### config.mk
export PLATFORM = sky130hd
export DESIGN_NAME = alu_arbiter
export DESIGN_NICKNAME = d
export VERILOG_FILES = /design/src/rtl/alu_arb_pkg.sv /design/src/rtl/alu_arb_grant2.sv /design/src/rtl/alu_arbiter.sv
export SDC_FILE = /design/constraint.sdc
export NUM_CORES = 1
export LEC_CHECK = 0
export ABC_CLOCK_PERIOD_IN_PS = 5600
export BUFFER_PORTS_ARGS = -buffer_cell sky130_fd_sc_hd__buf_2
export CAP_MARGIN = 0
export CORE_UTILIZATION = 29
export CTS_CLUSTER_DIAMETER = 100
export DETAILED_ROUTE_END_ITERATION = 10
export PLACE_DENSITY = 0.54
export SYNTH_ARGS = -nofsm -noshare
export SYNTH_HDL_FRONTEND = slang
export SYNTH_SLANG_ARGS = --single-unit
### constraint.sdc
create_clock -name clk -period 5.6 [get_ports clk]
set_clock_uncertainty 0.1 [all_clocks]
set_input_delay 1.12 -clock clk [delete_from_list [all_inputs] [get_ports clk]]
set_output_delay 1.12 -clock clk [all_outputs]
set_load 0.03 [all_outputs]
### src/rtl/alu_arb_pkg.sv
// Shared types for the ALU arbiter slice: FSM states, ALU opcodes, requester count.
// Build option: ALU_ARB_RR_EN selects round-robin instead of fixed-priority grant.
package alu_arb_pkg;

    localparam int unsigned NUM_REQ = 2;

    typedef enum logic [1:0] {
        IDLE,
        EXEC,
        RESP
    } state_t;

    typedef enum logic [2:0] {
        ALU_ADD = 3'b000,
        ALU_SUB = 3'b001,
        ALU_AND = 3'b010,
        ALU_OR  = 3'b011,
        ALU_SLT = 3'b101
    } alu_op_t;

    function automatic logic [NUM_REQ-1:0] idx2onehot(input logic idx);
        return idx ? 2'b10 : 2'b01;
    endfunction

endpackage

### src/rtl/alu_arb_grant2.sv
// Combinational two-way grant. ALU_ARB_RR_EN: on a tie the requester not granted
// last wins; otherwise requester 0 always wins a tie.
module alu_arb_grant2
    import alu_arb_pkg::*;
(
`ifdef ALU_ARB_RR_EN
    input  logic               last,
`endif
    input  logic [NUM_REQ-1:0] req_valid,
    output logic [NUM_REQ-1:0] gnt
);

    always_comb begin
        gnt = req_valid;
        if (req_valid == 2'b11) begin
`ifdef ALU_ARB_RR_EN
            gnt = last ? 2'b01 : 2'b10;
`else
            gnt = 2'b01;
`endif
        end
    end

endmodule

### src/rtl/alu_arbiter.sv
// Shares one external combinational ALU between two requesters (IDLE/EXEC/RESP sequencer).
// Build option: ALU_ARB_RR_EN enables round-robin arbitration and the last-grant pointer.
module alu_arbiter
    import alu_arb_pkg::*;
#(
    parameter int unsigned DATA_WIDTH = 32
) (
    input  logic                                clk,
    input  logic                                rst,
    input  logic [NUM_REQ-1:0]                  req_valid_i,
    output logic [NUM_REQ-1:0]                  req_ready_o,
    input  logic [NUM_REQ-1:0][DATA_WIDTH-1:0]  req_op1_i,
    input  logic [NUM_REQ-1:0][DATA_WIDTH-1:0]  req_op2_i,
    input  logic [NUM_REQ-1:0][2:0]             req_ctrl_i,
    output logic [NUM_REQ-1:0]                  rsp_valid_o,
    input  logic [NUM_REQ-1:0]                  rsp_ready_i,
    output logic [DATA_WIDTH-1:0]               rsp_data_o,
    output logic                                rsp_zero_o,
    output logic [DATA_WIDTH-1:0]               aluop1_o,
    output logic [DATA_WIDTH-1:0]               aluop2_o,
    output logic [2:0]                          alucontrol_o,
    input  logic [DATA_WIDTH-1:0]               aluout_i,
    input  logic                                zero_i
);

    state_t             state;
    logic               grant;
    logic [NUM_REQ-1:0] gnt;
    logic               gidx;

`ifdef ALU_ARB_RR_EN
    logic last_grant;

    alu_arb_grant2 u_grant (
        .last      (last_grant),
        .req_valid (req_valid_i),
        .gnt       (gnt)
    );
`else
    alu_arb_grant2 u_grant (
        .req_valid (req_valid_i),
        .gnt       (gnt)
    );
`endif

    assign gidx = gnt[1];

    // Ready is the live grant while idle, so acceptance happens in the request cycle.
    assign req_ready_o = (state == IDLE && !rst) ? gnt : '0;

    always_ff @(posedge clk or posedge rst) begin
        if (rst) begin
            state        <= IDLE;
            grant        <= 1'b0;
            rsp_valid_o  <= '0;
            rsp_data_o   <= '0;
            rsp_zero_o   <= 1'b0;
            aluop1_o     <= '0;
            aluop2_o     <= '0;
            alucontrol_o <= '0;
`ifdef ALU_ARB_RR_EN
            last_grant   <= 1'b1;
`endif
        end else begin
            case (state)
                IDLE: begin
                    if (|req_valid_i) begin
                        aluop1_o     <= req_op1_i[gidx];
                        aluop2_o     <= req_op2_i[gidx];
                        alucontrol_o <= req_ctrl_i[gidx];
                        grant        <= gidx;
`ifdef ALU_ARB_RR_EN
                        last_grant   <= gidx;
`endif
                        state        <= EXEC;
                    end
                end
                EXEC: begin
                    rsp_data_o  <= aluout_i;
                    rsp_zero_o  <= zero_i;
                    rsp_valid_o <= idx2onehot(grant);
                    state       <= RESP;
                end
                RESP: begin
                    if (rsp_ready_i[grant]) begin
                        rsp_valid_o <= '0;
                        state       <= IDLE;
                    end
                end
                default: state <= IDLE;
            endcase
        end
    end

endmodule

==> summary.md <==
| Metric | Value |
|---|---|
| Outcome | `completed` |
| Initial drt markers | `79` |
| Clock-pin slew on the worst setup and hold paths | `0.07 ns` |
| Syn Area/Cell | `12.8 um^2` |
| Vias/cell | `about 4.4` |
| Post-DR wirelength/cell | `13.8 um` |
| Antenna violations before repair | `0` |
| FF-to-FF Start | `state[1]$_DFFE_PP0P_` |
| Worst EP required | `4.38 ns` |
| Max VDD drop | `between 0.2 and 0.3 mV` |
| Worst slew pin tran | `approximately 1.1 ns` |
| R2r endpoint | `aluop2_o[7]$_DFFE_PP0P_` |
| Tot GR Track Use | `14.0%` |
| Slew margin rel. | `28.0%` |
| Critical path depth | `4` |
| Vias in the first global route | `a little under 4000` |
| Sequential share of the synthesized area | `53.1%` |
| Die Span Y | `approximately 130 um` |
| Clk_lat worst skew | `roughly 0.34 ns` |
| Core Region | `16600 um^2` |
| Rows | `47` |
| CP endpoint | `req_ready_o[0]` |
| FF+latch count, synth | `105` |
| Slew Limit Fails | `0` |
| First-pass GRT wire length | `19600 um` |
| Worst R2R Setup Slack | `3.27 ns` |
| Nets@finish | `825` |
| RSZ-0062 raised after global routing | `false` |
| Worst path bufs/invs | `3` |
| Final Hold Viols | `0` |
| Cells along the critical path | `buf_2, inv_4, and3_1, buf_2` |
| Layout cell share with drive strength beyond 1 | `65.8%` |
| Main synth FF type | `dfrtp_1` |
| Post-CTS sizing | `0` |
| Post-Place Worst Slack | `2.14 ns` |
| Min-Delay Path Class | `reg2reg` |
| Slowest cell delay on critical path | `0.47 ns` |
| Synth cell types | `21` |
| Total number of vias | `3823` |
| CP arrival | `2.17 ns` |
| Cell mode on critical path | `buf_2` |
| FF-to-FF path depth | `3` |
| Delay-heaviest family, CP | `buffers and inverters` |
| Most common cell in the netlist | `dfrtp_1` |
| Max Cap Violations | `0` |
| Yosys top cell area share | `53.1%` |
| Gate Count Post-Synth | `slightly below 400` |
| Yosys Warn Count | `0` |
| Initial Util | `29.7%` |
| Io pins | `277` |
| Period minus WS final | `3.39 ns` |
| Pre-antenna DRT Iters | `6` |
| CTS buffer count | `9` |
| Detailed Place HPWL | `about 9000 um` |
| Async S/R FF share, synth | `100%` |
| Placer congestion estimate | `0.760` |
| Post-route ant nets | `0` |
| Syn_nets | `558` |
| Post-CTS setup buffer count | `0` |
| Most instantiated cells after synthesis | `dfrtp_1, nand2_1, mux2_2, mux2_4, buf_2` |
| Tcrit/Tclk final | `60.6%` |
| Root Driver | `clkbuf_16` |
| Fmax | `0.295 GHz` |
| Slowest stage cell, crit path | `inv_4` |
| Synth top area cells | `dfrtp_1, mux2_2, mux2_4` |
| CP startpoint | `rst` |
| Drt total wl | `around 12000 um` |
| CTS tree | `yes` |
| Fill cells | `1622` |
| Ant. Diodes | `0` |
| Die Width | `between 100 and 150 um` |
| Mapped Area | `4940 um^2` |
| PortBufs | `276` |
| TNS Setup | `0 ns` |
| Leakage | `roughly 0.0036 uW` |
| Sink Count | `105` |
| CTS Hold Bufs | `0` |
| Placed Area | `6490 um^2` |
| Area leader, netlist | `dfrtp_1` |
| Grt ovf | `0` |
| DRC viols | `0` |
| CP startpoint kind | `input pin` |
| Worst-path maximum fanout | `54` |
| CTS max path bufs | `2` |
| Area Overhead vs Synth | `37.3%` |
| Hold Path Depth | `2` |
| Pwr Density | `605 nW/um^2` |
| Die area | `17600 um^2` |
| Largest net degree at the start of global routing | `69` |
| CP Class | `in2out` |
| Final Cell Area | `6790 um^2` |
| Setup ws final | `2.21 ns` |
| Post-synth EDFFs | `0` |
| Crit path capture type | `output pin` |
| H-tree Lvls | `3` |
| Setup violators final | `0` |
stage by stage:
stage	util [%]	total power (uW)	std cells	hold WS (ns)
floorplan	-	2900	385	0.419
global placement	39.0	3480	861	0.355
detailed placement	39.0	3520	861	0.358
CTS	40.8	4170	877	0.377
global route	40.8	4350	877	0.395
finish	40.8	4110	877	0.370
metal layers:
layer | track usage [%] | part of all wire (%)
met5 | 0 | 0
met2 | 23.2 | 48
met3 | 4.94 | 10
met4 | 5.75 | 1.5
met1 | 16.5 | 41
tightest hold or removal path, stage by stage, from the launching register on:
cell     delay (ns)
dfrtp_1        0.34
nand2_1        0.05
nand2_1        0.05
worst min path at each step:
stage / to / start / slack, ns
6_report: rsp_data_o[28]$_DFFE_PP0P_ / rsp_data_o[28]$_DFFE_PP0P_ / 0.37
5_1_grt: rsp_data_o[12]$_DFFE_PP0P_ / rsp_data_o[12]$_DFFE_PP0P_ / 0.39
4_1_cts: rsp_data_o[28]$_DFFE_PP0P_ / rsp_data_o[28]$_DFFE_PP0P_ / 0.38
3_5_place_dp: rsp_data_o[30]$_DFFE_PP0P_ / rsp_data_o[30]$_DFFE_PP0P_ / 0.36
3_3_place_gp: rsp_data_o[28]$_DFFE_PP0P_ / rsp_data_o[28]$_DFFE_PP0P_ / 0.35
2_1_floorplan: rsp_valid_o[0]$_DFFE_PP0P_ / grant$_DFFE_PP0P_ / 0.42
where the power goes:
part | total, uW | internal (uW) | switching (uW)
combinational | 2120 | 781 | 1340
clock | 629 | 359 | 270
sequential | 1360 | 1150 | 212
total | 4110 | 2290 | 1820
state kept, by name (all words and copies together), names as in the netlist:
signal / cells
rsp_valid_o: 2
aluop2_o: 32
grant: 1
rsp_data_o: 32
aluop1_o: 32
state: 2
alucontrol_o: 3
rsp_zero_o: 1
cell usage in the layout (no fill, tap or decap), drive strengths merged, types with 2 or more instances in the layout:
cell and count:
nor2b 3, nand2 101, dfrtp 105, mux2 134
a21oi 5, clkinvlp 3, inv 2, clkbuf 12
buf 280, nand2b 2
cell families (layout without fill, tap and decap cells):
family                 count (synthesis)  after routing  share of synthesized area, %
AOI/OAI and AO/OA                     10             10                          1.27
muxes                                134            134                          33.4
DFF                                  105            105                          53.1
buffers and inverters                 26            298                          3.26
and+or+nand+nor                      110            110                          8.93
area by class of cell:
class                      count  area (um^2)  area share [%]
clock inverter                 4         52.6           0.774
multi-input combinational    254         2170            31.9
sequential                   105         2630            38.7
timing repair buffer         280         1410            20.8
inverter                       2         10.0           0.147
tap                          220          275            4.05
clock buffer                  12          246            3.63
Power figures use the tool's default switching activity.
